[src/rtl/reg_arb_pkg.sv]
// Shared types and constants for the register-bank round-robin arbiter.
package reg_arb_pkg;

  typedef enum logic [1:0] {
    IDLE   = 2'd0,
    ISSUE  = 2'd1,
    RDWAIT = 2'd2
  } state_e;

  localparam int MAX_REQ = 4;
  localparam int IDX_W   = $clog2(MAX_REQ);

endpackage

[src/rtl/reg_arb_rr_picker.sv]
// Combinational round-robin picker: first set request after rr_last, wrapping.
module rr_picker
  import reg_arb_pkg::*;
#(
  parameter int NUM_REQ = 2
) (
  input  logic [NUM_REQ-1:0] req,
  input  logic [IDX_W-1:0]   rr_last,
  output logic [NUM_REQ-1:0] grant,
  output logic [IDX_W-1:0]   grant_idx,
  output logic               any
);

  int idx;

  // Walk from the farthest candidate to the nearest so the nearest set bit wins.
  always_comb begin
    grant_idx = '0;
    any       = 1'b0;
    idx       = 0;
    for (int k = NUM_REQ; k >= 1; k--) begin
      idx = int'(rr_last) + k;
      if (idx >= NUM_REQ) idx = idx - NUM_REQ;
      if (req[idx]) begin
        grant_idx = IDX_W'(idx);
        any       = 1'b1;
      end
    end
  end

  generate
    for (genvar gi = 0; gi < NUM_REQ; gi++) begin : g_grant
      assign grant[gi] = any && (grant_idx == IDX_W'(gi));
    end
  endgenerate

endmodule

[src/rtl/reg_arb.sv]
// Round-robin arbiter sharing one register-bank port among NUM_REQ requesters,
// one transaction outstanding, with read-recovery sequencing on the bank side.
module reg_arb
  import reg_arb_pkg::*;
#(
  parameter int NUM_REQ    = 2,
  parameter int ADDR_WIDTH = 8,
  parameter int DATA_WIDTH = 16
) (
  input  logic                          clk,
  input  logic                          rst,
  input  logic [NUM_REQ-1:0]            req_valid,
  input  logic [NUM_REQ-1:0]            req_wr,
  input  logic [NUM_REQ*ADDR_WIDTH-1:0] req_addr,
  input  logic [NUM_REQ*DATA_WIDTH-1:0] req_wdata,
  output logic [NUM_REQ-1:0]            req_ready,
  output logic [NUM_REQ-1:0]            rsp_valid,
  output logic [DATA_WIDTH-1:0]         rsp_rdata,
  output logic                          mem_sel,
  output logic                          mem_wr,
  output logic [ADDR_WIDTH-1:0]         mem_addr,
  output logic [DATA_WIDTH-1:0]         mem_wdata,
  input  logic [DATA_WIDTH-1:0]         mem_rdata,
  input  logic                          mem_ready,
  output logic                          busy
);

  state_e                  state_reg, state_next;
  logic [IDX_W-1:0]        rr_last_reg, rr_last_next;
  logic [NUM_REQ-1:0]      gnt_oh_reg, gnt_oh_next;
  logic                    wr_reg, wr_next;
  logic [ADDR_WIDTH-1:0]   addr_reg, addr_next;
  logic [DATA_WIDTH-1:0]   wdata_reg, wdata_next;
  logic                    mem_sel_reg, mem_sel_next;
  logic [NUM_REQ-1:0]      rsp_valid_reg, rsp_valid_next;
  logic [DATA_WIDTH-1:0]   rsp_rdata_reg, rsp_rdata_next;
  logic                    busy_reg, busy_next;

  logic [NUM_REQ-1:0]      pick_oh;
  logic [IDX_W-1:0]        pick_idx;
  logic                    pick_any;
  logic                    take;
  logic                    accept;

  logic [ADDR_WIDTH-1:0]   addr_arr  [NUM_REQ];
  logic [DATA_WIDTH-1:0]   wdata_arr [NUM_REQ];
  logic                    sel_wr;
  logic [ADDR_WIDTH-1:0]   sel_addr;
  logic [DATA_WIDTH-1:0]   sel_wdata;

  rr_picker #(.NUM_REQ(NUM_REQ)) u_picker (
    .req       (req_valid),
    .rr_last   (rr_last_reg),
    .grant     (pick_oh),
    .grant_idx (pick_idx),
    .any       (pick_any)
  );

  generate
    for (genvar gi = 0; gi < NUM_REQ; gi++) begin : g_unpack
      assign addr_arr[gi]  = req_addr[gi*ADDR_WIDTH +: ADDR_WIDTH];
      assign wdata_arr[gi] = req_wdata[gi*DATA_WIDTH +: DATA_WIDTH];
    end
  endgenerate

  // One-hot AND-OR mux of the granted requester's payload.
  always_comb begin
    sel_wr    = 1'b0;
    sel_addr  = '0;
    sel_wdata = '0;
    for (int i = 0; i < NUM_REQ; i++) begin
      if (pick_oh[i]) begin
        sel_wr    = sel_wr | req_wr[i];
        sel_addr  = sel_addr | addr_arr[i];
        sel_wdata = sel_wdata | wdata_arr[i];
      end
    end
  end

  assign accept = mem_sel_reg & mem_ready;

  always_comb begin
    state_next     = state_reg;
    rr_last_next   = rr_last_reg;
    gnt_oh_next    = gnt_oh_reg;
    wr_next        = wr_reg;
    addr_next      = addr_reg;
    wdata_next     = wdata_reg;
    mem_sel_next   = mem_sel_reg;
    rsp_valid_next = '0;
    rsp_rdata_next = rsp_rdata_reg;
    take           = 1'b0;

    case (state_reg)
      IDLE: begin
        mem_sel_next = 1'b0;
        if (pick_any) begin
          take         = 1'b1;
          mem_sel_next = 1'b1;
          state_next   = ISSUE;
        end
      end
      ISSUE: begin
        mem_sel_next = 1'b1;
        if (accept) begin
          if (wr_reg) begin
            rsp_valid_next = gnt_oh_reg;
            rsp_rdata_next = '0;
            // Drop sel for one cycle while the new payload settles, so the
            // bank never sees the old write twice.
            mem_sel_next   = 1'b0;
            if (pick_any) begin
              take = 1'b1;
            end else begin
              state_next = IDLE;
            end
          end else begin
            state_next = RDWAIT;
          end
        end
      end
      RDWAIT: begin
        // Bank ready is low here; sel drops on the same edge it re-raises ready.
        rsp_rdata_next = mem_rdata;
        rsp_valid_next = gnt_oh_reg;
        mem_sel_next   = 1'b0;
        state_next     = IDLE;
      end
      default: begin
        mem_sel_next = 1'b0;
        state_next   = IDLE;
      end
    endcase

    if (take) begin
      rr_last_next = pick_idx;
      gnt_oh_next  = pick_oh;
      wr_next      = sel_wr;
      addr_next    = sel_addr;
      wdata_next   = sel_wdata;
    end
  end

  assign busy_next = (state_next != IDLE);

  always_ff @(posedge clk) begin
    if (rst) begin
      state_reg     <= IDLE;
      rr_last_reg   <= IDX_W'(NUM_REQ - 1);
      gnt_oh_reg    <= '0;
      wr_reg        <= 1'b0;
      addr_reg      <= '0;
      wdata_reg     <= '0;
      mem_sel_reg   <= 1'b0;
      rsp_valid_reg <= '0;
      rsp_rdata_reg <= '0;
      busy_reg      <= 1'b0;
    end else begin
      state_reg     <= state_next;
      rr_last_reg   <= rr_last_next;
      gnt_oh_reg    <= gnt_oh_next;
      wr_reg        <= wr_next;
      addr_reg      <= addr_next;
      wdata_reg     <= wdata_next;
      mem_sel_reg   <= mem_sel_next;
      rsp_valid_reg <= rsp_valid_next;
      rsp_rdata_reg <= rsp_rdata_next;
      busy_reg      <= busy_next;
    end
  end

  assign req_ready = take ? pick_oh : '0;
  assign rsp_valid = rsp_valid_reg;
  assign rsp_rdata = rsp_rdata_reg;
  assign mem_sel   = mem_sel_reg;
  assign mem_wr    = wr_reg;
  assign mem_addr  = addr_reg;
  assign mem_wdata = wdata_reg;
  assign busy      = busy_reg;

endmodule

[config.mk]
export PLATFORM = sky130hd
export DESIGN_NAME = reg_arb
export DESIGN_NICKNAME = d
export VERILOG_FILES = /design/src/rtl/reg_arb_pkg.sv /design/src/rtl/reg_arb_rr_picker.sv /design/src/rtl/reg_arb.sv
export SDC_FILE = /design/constraint.sdc
export NUM_CORES = 1
export LEC_CHECK = 0
export ABC_AREA = 1
export BUFFER_PORTS_ARGS = -buffer_cell sky130_fd_sc_hd__buf_4
export CAP_MARGIN = 20
export CORE_ASPECT_RATIO = 1.4
export CORE_MARGIN = 3
export CORE_UTILIZATION = 50
export DETAILED_ROUTE_END_ITERATION = 8
export GPL_TIMING_DRIVEN = 0
export PLACE_DENSITY_LB_ADDON = 0.05
export SKIP_LAST_GASP = 1
export SYNTH_ARGS = -nofsm -noshare
export SYNTH_HDL_FRONTEND = slang
export SYNTH_SLANG_ARGS = --single-unit
[constraint.sdc]
create_clock -name clk -period 4.44 [get_ports clk]
set_input_delay 0.666 -clock clk [delete_from_list [all_inputs] [get_ports clk]]
set_output_delay 0.666 -clock clk [all_outputs]
set_load 0.005 [all_outputs]
==> qor.txt, run 1 <==
outcome - finished, final reports clean
syn_nets - 407
worst min-delay path class - reg -> reg
CP endpoint kind - output port
commonest non-fill, non-tap cell in the layout - buf_4
most frequent cells in the layout - buf_4, nand2_1, nand3_1
Worst EP required - 3.77 ns
vias in the first global route - 2559
Async S/R FF share, synth - 0
Residual DRC - 0
final net count - 530
Via-to-Cell Ratio - 5.104
crit path time final - 2.411 ns
site row count - 29
Yosys reg bits - 51
CTS root buffer - clkbuf_8
Synth cell types - 27
layout cells sized above 1 - 0.3370
antenna violations before repair - 0
cell count after synthesis - 333
Die H - 88.68 µm
Final ANT Viol Nets - 0
power per cell area - 331.4 nW/µm²
total global routing overflow - 0
RSZ-0062 raised after global routing - no
H-Tree Depth - 2
Post-Place Cell Area - 3390 µm²
mapped cell area - 2441 µm²
Peak supply drop - 0.0002707 V
gpl congestion - 0.7746
WP data arrival - 1.75 ns
Area growth syn-to-layout - 43.67%
Die X-Extent - 65.06 µm
post-layout util - 0.7611
Final Cycle Share - 0.5431
DR vias - 2649
multi-input logic area - 1197 µm²
port bufs - 116
Setup Viol. Count Final - 0
DRT Wirelength - 6591 µm
Mean Syn Cell Area - 7.331 µm²
fill cell count - 389
EDFF count, synth - 0
Final Max Tran Viols - 0
fmax - 414.7 MHz
share of the yosys chip area belonging to registers - 0.4182
CTS Buf Count - 5
die area - 5769 µm²
Layout Skew - 0.006485 ns
overall power - 1.162 mW
dpl hpwl - 5059 µm
Synth warnings - 0
CTS Hold Bufs - 0
Max Root-Sink Buffers - 2
clk slew on worst S/H paths - 0.09 ns
Core ar. - 4608 µm²
flip-flop and latch area - 1021 µm²
CP Max Fanout - 10
CP Launch Type - register
Clk Latency, worst-skew pair - 0.31 ns
Fin. Hold Viols - 0
setup_tns - 0 ns
largest net degree at the start of global routing - 16
CTS tree - built
1st-pass router iterations - 4
first-pass GRT wire length - 10620 µm
Slew headroom - 0.6936
Main synth FF type - dfxtp_1
# diodes - 0
Post-CTS Resized - 0
maxcap violations - 0
DR iter-0 viols - 86
LEAKAGE - 1.701 nW
path type of the worst setup path - reg -> out
num ports - 118
clock sinks - 51
cell area after layout - 3507 µm²
Slew @ Worst Pin - 0.4596 ns
Initial Util - 0.5297
Setup Fix Bufs, Post-CTS - 0
drt wl/cell - 12.70 µm
all-layer global routing usage - 0.2320
synthesized netlist by cell type, types with 2 or more instances:
cell,n,share of area
a21oi_1,46,0.094
buf_2,6,0.012
buf_4,6,0.018
buf_6,2,0.0092
buf_8,2,0.012
clkbuf_1,6,0.0092
dfxtp_1,51,0.42
ha_1,3,0.015
inv_1,11,0.017
inv_2,2,0.0031
nand2_1,106,0.16
nand2_2,3,0.0077
nand2_4,2,0.0092
nand3_1,73,0.15
nor3b_1,2,0.0061
final cells by class:
type,count,area share
plain buffers,23,0.04852
clock buffers,6,0.02355
clock inverters,2,0.009989
inverters,14,0.01498
multi-input cells,245,0.3414
flip-flops and latches,51,0.2911
well taps,62,0.02212
repair buffers,116,0.2483
critical path, cell delays in order, from the launching register on:
cell and delay (ns):
dfxtp_1 0.35, inv_1 0.12, ha_1 0.16, buf_2 0.22
nand3_4 0.17, nand2_4 0.16, nand2_1 0.09, inv_1 0.06
buf_4 0.10
path summary, 6_finish.rpt:
check                                               start                    endpoint  slack (ns)  cells past startpoint
worst min register to register  rsp_rdata[0]$_SDFFE_PP0P_   rsp_rdata[0]$_SDFFE_PP0P_        0.47                      2
worst max-delay path              state_reg[1]$_SDFF_PP0_                req_ready[0]        2.03                      8
worst max register to register    state_reg[1]$_SDFF_PP0_  rsp_rdata[11]$_SDFFE_PP0P_        2.79                      7
worst min-delay path            rsp_rdata[0]$_SDFFE_PP0P_   rsp_rdata[0]$_SDFFE_PP0P_        0.47                      2
routing by layer:
| layer | share of wire | vias to the layer above | global-route usage |
|---|---|---|---|
| li1 | - | 1342 | - |
| met1 | 0.38 | 1211 | 0.2302 |
| met2 | 0.52 | 86 | 0.4534 |
| met3 | 0.081 | 10 | 0.06734 |
| met4 | 0.016 | 0 | 0.08113 |
| met5 | 0 | - | 0 |
stage by stage:
stage               hold slack [ns]  instances  setup WS [ns]
CTS                          0.4716        519          2.022
detailed placement           0.4555        511          2.132
floorplan                    0.4285        333          2.505
finish                       0.4666        519          2.029
global placement             0.4409        511          2.152
global route                 0.4775        519          1.873
cells by family after synthesis:
logic type / count (synthesis) / share of synthesized area
simple gates: 192 / 0.3629
buf+inv: 37 / 0.09123
fa+ha+maj: 3 / 0.01538
flops: 51 / 0.4182
compound gates: 49 / 0.1030
mux: 1 / 0.009225
report_power, final:
part / internal, mW / total (mW) / switching (mW) / leakage [nW]
registers: 0.491 / 0.510 / 0.0184 / 0.416
logic: 0.157 / 0.316 / 0.159 / 1.22
clock network: 0.182 / 0.336 / 0.154 / 0.0612
Power figures use the tool's default switching activity.
==> run 2: changes to the inputs <==
CORE_UTILIZATION = 42   (was 50)
clock period = 2.18 ns   (was 4.44 ns; I/O delays follow)
==> qor.txt, run 2 (synthesis results as in run 1) <==
CP Launch Type - register
DR vias - 2633 (-0.60%)
CP startpoint - state_reg[1]$_SDFF_PP0_
CTS root buffer - clkbuf_8
DR iter-0 viols - 102 (+19%)
Layout Skew - 0.008282 ns (+0.001797 ns)
CTS tree - built
Inst Count DP - 517 (+1.2%)
worst min-delay path class - in -> reg
Via-to-Cell Ratio - 5.015 (-1.7%)
maxcap violations - 0 (unchanged)
CP Max Fanout - 10 (unchanged)
max incr delay on CP - 0.36 ns (about the same)
Most common cell on crit path - inv_1
commonest non-fill, non-tap cell in the layout - buf_4
WP data arrival - 1.70 ns (-0.05 ns)
drt wl/cell - 12.77 µm (+0.58%)
port bufs - 116 (unchanged)
path type of the worst setup path - reg -> out
Final Cycle Share - 0.9307
power per cell area - 667.1 nW/µm² (+100%)
Final Max Tran Viols - 0 (unchanged)
Finished Layout Cells - 525 (+1.2%)
vias in the first global route - 2512 (-1.8%)
antenna violations before repair - 0 (unchanged)
Clk Latency, worst-skew pair - 0.30 ns (about the same)
largest net degree at the start of global routing - 17 (+1)
total global routing overflow - 0 (unchanged)
CP endpoint kind - output port
crit path time final - 2.029 ns
Peak supply drop - 0.0004945 V (+83%)
DRT Wirelength - 6706 µm (+1.7%)
Worst Path Buf+Inv - 4 (unchanged)
outcome - finished, final reports clean
# diodes - 0 (unchanged)
LEAKAGE - 1.698 nW (-0.18%)
Die X-Extent - 70.43 µm (+8.3%)
Critical R2R Launch - state_reg[1]$_SDFF_PP0_
Worst EP required - 1.85 ns (-1.92 ns)
Slew @ Worst Pin - 0.4716 ns (+0.01199 ns)
final net count - 530 (unchanged)
num ports - 118 (unchanged)
layout cells sized above 1 - 0.3370 (unchanged)
Min Hold Slack - 0.2906 ns (-0.1760 ns)
Core ar. - 5565 µm² (+21%)
Fin. Hold Viols - 0 (unchanged)
most frequent cells in the layout - buf_4, nand2_1, nand3_1
die area - 6776 µm² (+17%)
H-Tree Depth - 2 (unchanged)
critical path, cell by cell - inv_1 -> ha_1 -> clkbuf_4 -> nand3_4 -> nand2_4 -> nand2_1 -> inv_1 -> buf_4
CTS Buf Count - 5 (unchanged)
site row count - 32 (+10%)
all-layer global routing usage - 0.1969 (-0.03509)
dpl ws - 0.4426 ns (-1.689 ns)
fmax - 492.9 MHz
first-pass GRT wire length - 10950 µm (+3.1%)
RSZ-0062 raised after global routing - no
Final ANT Viol Nets - 0 (unchanged)
dpl hpwl - 5218 µm (+3.1%)
Area growth syn-to-layout - 43.88%
clock sinks - 51 (unchanged)
delay-heaviest family, CP - buffers and inverters
slowest stage cell, crit path - dfxtp_1
PnR worst setup slack - 0.1510 ns (-1.878 ns)
Setup Viol. Count Final - 0 (unchanged)
Residual DRC - 0 (unchanged)
1st-pass router iterations - 4 (unchanged)
Die H - 96.21 µm (+8.5%)
overall power - 2.343 mW (+100%)
Initial Util - 0.4386 (-0.09111)
gpl congestion - 0.8247 (+6.5%)
Slew headroom - 0.6856 (-0.007990)
Max Root-Sink Buffers - 2 (unchanged)
hold_sp - mem_rdata[13]
clk slew on worst S/H paths - 0.10 ns (about the same)
setup_tns - 0 ns (unchanged)
## run 2: changes by cell type in the layout (fill, tap and decap cells not counted)
cell,change
clkinv_4,+1
buf_2,-1
clkbuf_8,-1
clkbuf_4,+1
## run 2: layout make-up
cell class                      instances  area, µm²
Multi-Input combinational cell        245       1197
Clock buffer                            5      68.82
Tap cell                               68      85.08
Fill cell                             552       2053
Sequential cell                        51       1021
Clock inverter                          3      43.79
Timing Repair Buffer                  116      870.8
Buffer                                 23      172.7
Inverter                               14      52.55
## run 2: what timing repair did
action | 4_1_cts | 5_1_grt
resized for setup | 0 | 1
buffers inserted | 0 | 0
setup endpoints to repair | 0 | 1
endpoints found under the hold margin | 0 | 0
hold buffers | 0 | 0
## run 2: worst register-to-register path, delay by kind of cell, from the launching register on
family                   cells  cell delay [ns]
flip-flops                   1             0.34
AO/OA/AOI/OAI                1             0.11
buffers and inverters        3             0.53
AND/OR/NAND/NOR              1             0.07
adder cells (fa/ha/maj)      1             0.15
multiplexers                 1             0.33
## run 2: path summary, 6_finish.rpt
path | end | slack, ns | cells after the start
worst max-delay path | req_ready[0] | 0.15 | 8
worst max register to register | rsp_rdata[11]$_SDFFE_PP0P_ | 0.60 | 7
worst min-delay path | rsp_rdata[13]$_SDFFE_PP0P_ | 0.29 | 3
worst min register to register | rr_last_reg[0]$_SDFFE_PP1N_ | 0.46 | 2
## run 2: stage by stage
step	area (µm²)	utilization
after floorplan	2441	-
after global placement	3397	0.6104
after detailed placement	3397	0.6104
after CTS	3510	0.6306
after global routing	3512	0.6311
final	3512	0.6311
## run 2: where the power goes
group	switching (mW)	internal [mW]	leakage, nW	total, mW
clock network	0.315	0.342	0.0581	0.657
registers	0.0365	1.00	0.416	1.04
logic	0.325	0.322	1.22	0.648
## run 2: layer usage
layer / up-vias / track usage / share of wire
met3: 6 / 0.05643 / 0.082
met1: 1200 / 0.2101 / 0.38
met2: 82 / 0.3781 / 0.53
met4: 0 / 0.04792 / 0.0073
li1: 1345 / - / -
met5: - / 0 / 0
==> run 3: changes to the inputs <==
SYNTH_HIERARCHICAL = 1   (was unset)
==> qor.txt, run 3 <==
outcome - finished, final reports clean
slowest stage cell, crit path - dfxtp_1
cell count after synthesis - 317 (-4.8%)
PnR worst setup slack - 0.2826 ns (+0.1316 ns)
commonest non-fill, non-tap cell in the layout - buf_4
setup_tns - 0 ns (unchanged)
vias in the first global route - 2394 (-4.7%)
Sw Share - 0.3010 (+0.01189)
power per cell area - 731.5 nW/µm² (+9.7%)
Yosys reg bits - 51 (unchanged)
mapped cell area - 2462 µm² (+0.87%)
H-Tree Depth - 2 (unchanged)
# diodes - 0 (unchanged)
port bufs - 117 (+0.86%)
Fin. Hold Viols - 0 (unchanged)
clock sinks - 51 (unchanged)
crit path time final - 1.897 ns (-0.1316 ns)
fmax - 527.0 MHz (+6.9%)
delay-heaviest family, CP - buffers and inverters
Slew @ Worst Pin - 0.4723 ns (+0.0006523 ns)
total global routing overflow - 0 (unchanged)
EDFF count, synth - 0 (unchanged)
WP data arrival - 1.57 ns (-0.13 ns)
Max Root-Sink Buffers - 2 (unchanged)
Slew headroom - 0.6852 (about the same)
gpl congestion - 0.7921 (-4.0%)
Final Cycle Share - 0.8704 (-0.06035)
CTS Buf Count - 5 (unchanged)
DR iter-0 viols - 70 (-31%)
worst min-delay path class - in -> reg
CP Launch Type - register
Main synth FF type - dfxtp_1
path type of the worst setup path - reg -> out
Clk Latency, worst-skew pair - 0.30 ns (about the same)
post-layout util - 0.6304 (-0.0007130)
die area - 6830 µm² (+0.80%)
Die X-Extent - 70.71 µm (+0.40%)
dpl hpwl - 4940 µm (-5.3%)
clk slew on worst S/H paths - 0.10 ns (about the same)
CP Max Fanout - 9 (-1)
CTS Hold Bufs - 0 (unchanged)
final net count - 513 (-3.2%)
clock share of power - 0.258 (-0.023)
Synth warnings - 6 (+6)
Die H - 96.60 µm (+0.41%)
CP endpoint kind - output port
Peak supply drop - 0.0004131 V (-16%)
1st-pass router iterations - 4 (unchanged)
LEAKAGE - 1.731 nW (+1.9%)
num ports - 118 (unchanged)
share of the yosys chip area belonging to registers - 0.4146 (-0.003613)
CTS root buffer - clkbuf_8
most frequent cells in the layout - buf_4, nand2_1, nor2_1
Worst EP required - 1.85 ns (about the same)
DRT Wirelength - 6456 µm (-3.7%)
critical path, cell by cell - inv_1 -> ha_1 -> buf_4 -> nand2_2 -> nand2_2 -> nand2_1 -> inv_1 -> buf_4
dpl ws - 0.2738 ns (-0.1688 ns)
Initial Util - 0.4393 (+0.0006618)
RSZ-0062 raised after global routing - no
Core ar. - 5605 µm² (+0.72%)
Synth top cells by count - nand2_1, nor2_1, dfxtp_1
Psw - 0.7780 mW (+15%)
Async S/R FF share, synth - 0 (unchanged)
Area growth syn-to-layout - 43.50%
most common cell in the netlist - nand2_1
first-pass GRT wire length - 10520 µm (-3.9%)
Synth top area share - 0.4146 (-0.003613)
drt wl/cell - 12.71 µm (-0.51%)
Worst Path Buf+Inv - 4 (unchanged)
layout cells sized above 1 - 0.3500 (+0.01302)
Worst R2R Setup Slack - 0.55 ns (-0.05 ns)
Reg power frac - 0.420 (-0.023)
all-layer global routing usage - 0.1879 (-0.008988)
Final ANT Viol Nets - 0 (unchanged)
max incr delay on CP - 0.39 ns (+0.03 ns)
cell accounting for the most synthesized area - dfxtp_1
DR vias - 2474 (-6.0%)
Synth cell types - 24 (-11%)
Final Max Tran Viols - 0 (unchanged)
synth top area cells - dfxtp_1, nand2_1, a22o_1
Min Hold Slack - 0.2861 ns (-0.004575 ns)
internal power - 1.807 mW (+8.5%)
Via-to-Cell Ratio - 4.870 (-2.9%)
largest net degree at the start of global routing - 18 (+1)
CTS tree - built
Layout Skew - 0.006117 ns (-0.002166 ns)
Setup Viol. Count Final - 0 (unchanged)
Residual DRC - 0 (unchanged)
antenna violations before repair - 0 (unchanged)
Mean Syn Cell Area - 7.768 µm² (+6.0%)
maxcap violations - 0 (unchanged)
Logic pwr share - 0.322 (+0.045)
site row count - 32 (unchanged)
syn_nets - 391 (-3.9%)
[run 3: final cells by class]
class	instances	area (µm²)
flip-flops and latches	51	1021
inverters	15	56.30
multi-input cells	227	1211
well taps	68	85.08
clock inverters	3	46.29
clock buffers	5	68.82
fillers	531	2072
plain buffers	22	166.4
repair buffers	117	878.3
[run 3: path summary, 6_finish.rpt]
path / startpoint / endpoint / cells after the start
max reg2reg: state_reg[1]$_SDFF_PP0_ / busy$_SDFF_PP0_ / 7
min: mem_rdata[14] / rsp_rdata[14]$_SDFFE_PP0P_ / 3
max: state_reg[1]$_SDFF_PP0_ / req_ready[0] / 8
min reg2reg: gnt_oh_reg[1]$_SDFFE_PP0N_ / rsp_valid[1]$_SDFF_PP0_ / 2
[run 3: stage by stage]
stage	area (µm²)	power [mW]	cells
floorplan	2462	1.598	317
global placement	3426	1.940	502
detailed placement	3426	1.948	502
CTS	3541	2.623	510
global route	3533	2.757	508
finish	3533	2.585	508
[run 3: per-layer routing]
metal  GRT usage  routed length [µm]  vias up
met5           0                   0        -
met4     0.05172                  43        0
li1            -                   -     1292
met1      0.2089                2532     1097
met3     0.04348                 462        4
met2      0.3560                3418       81
[run 3: power groups by stage]
stage,clock network [mW],logic (mW),registers (mW)
6_report,0.668,0.831,1.09
5_1_grt,0.720,0.937,1.10
4_1_cts,0.691,0.846,1.09
3_5_place_dp,0,0.842,1.11
3_3_place_gp,0,0.837,1.10
2_1_floorplan,0,0.490,1.11
[run 3: cells by family after synthesis]
group | Yosys count | synth area share
and+or+nand+nor | 173 | 0.3277
AOI/OAI and AO/OA | 51 | 0.1489
DFF | 51 | 0.4146
buffers and inverters | 39 | 0.09349
adders and majority gates | 3 | 0.01525
[run 3: repair_timing]
action	in CTS	in global routing
endpoints found under the setup margin	0	2
resized for setup	0	0
buffers inserted	0	0
[run 3: worst reg2reg max path: stages (launching register included)]
cell and delay, ns:
dfxtp_1 0.39, inv_1 0.08, ha_1 0.22, nand2_1 0.17
buf_1 0.41, a21oi_1 0.12, nand2_1 0.10, nand2_1 0.05
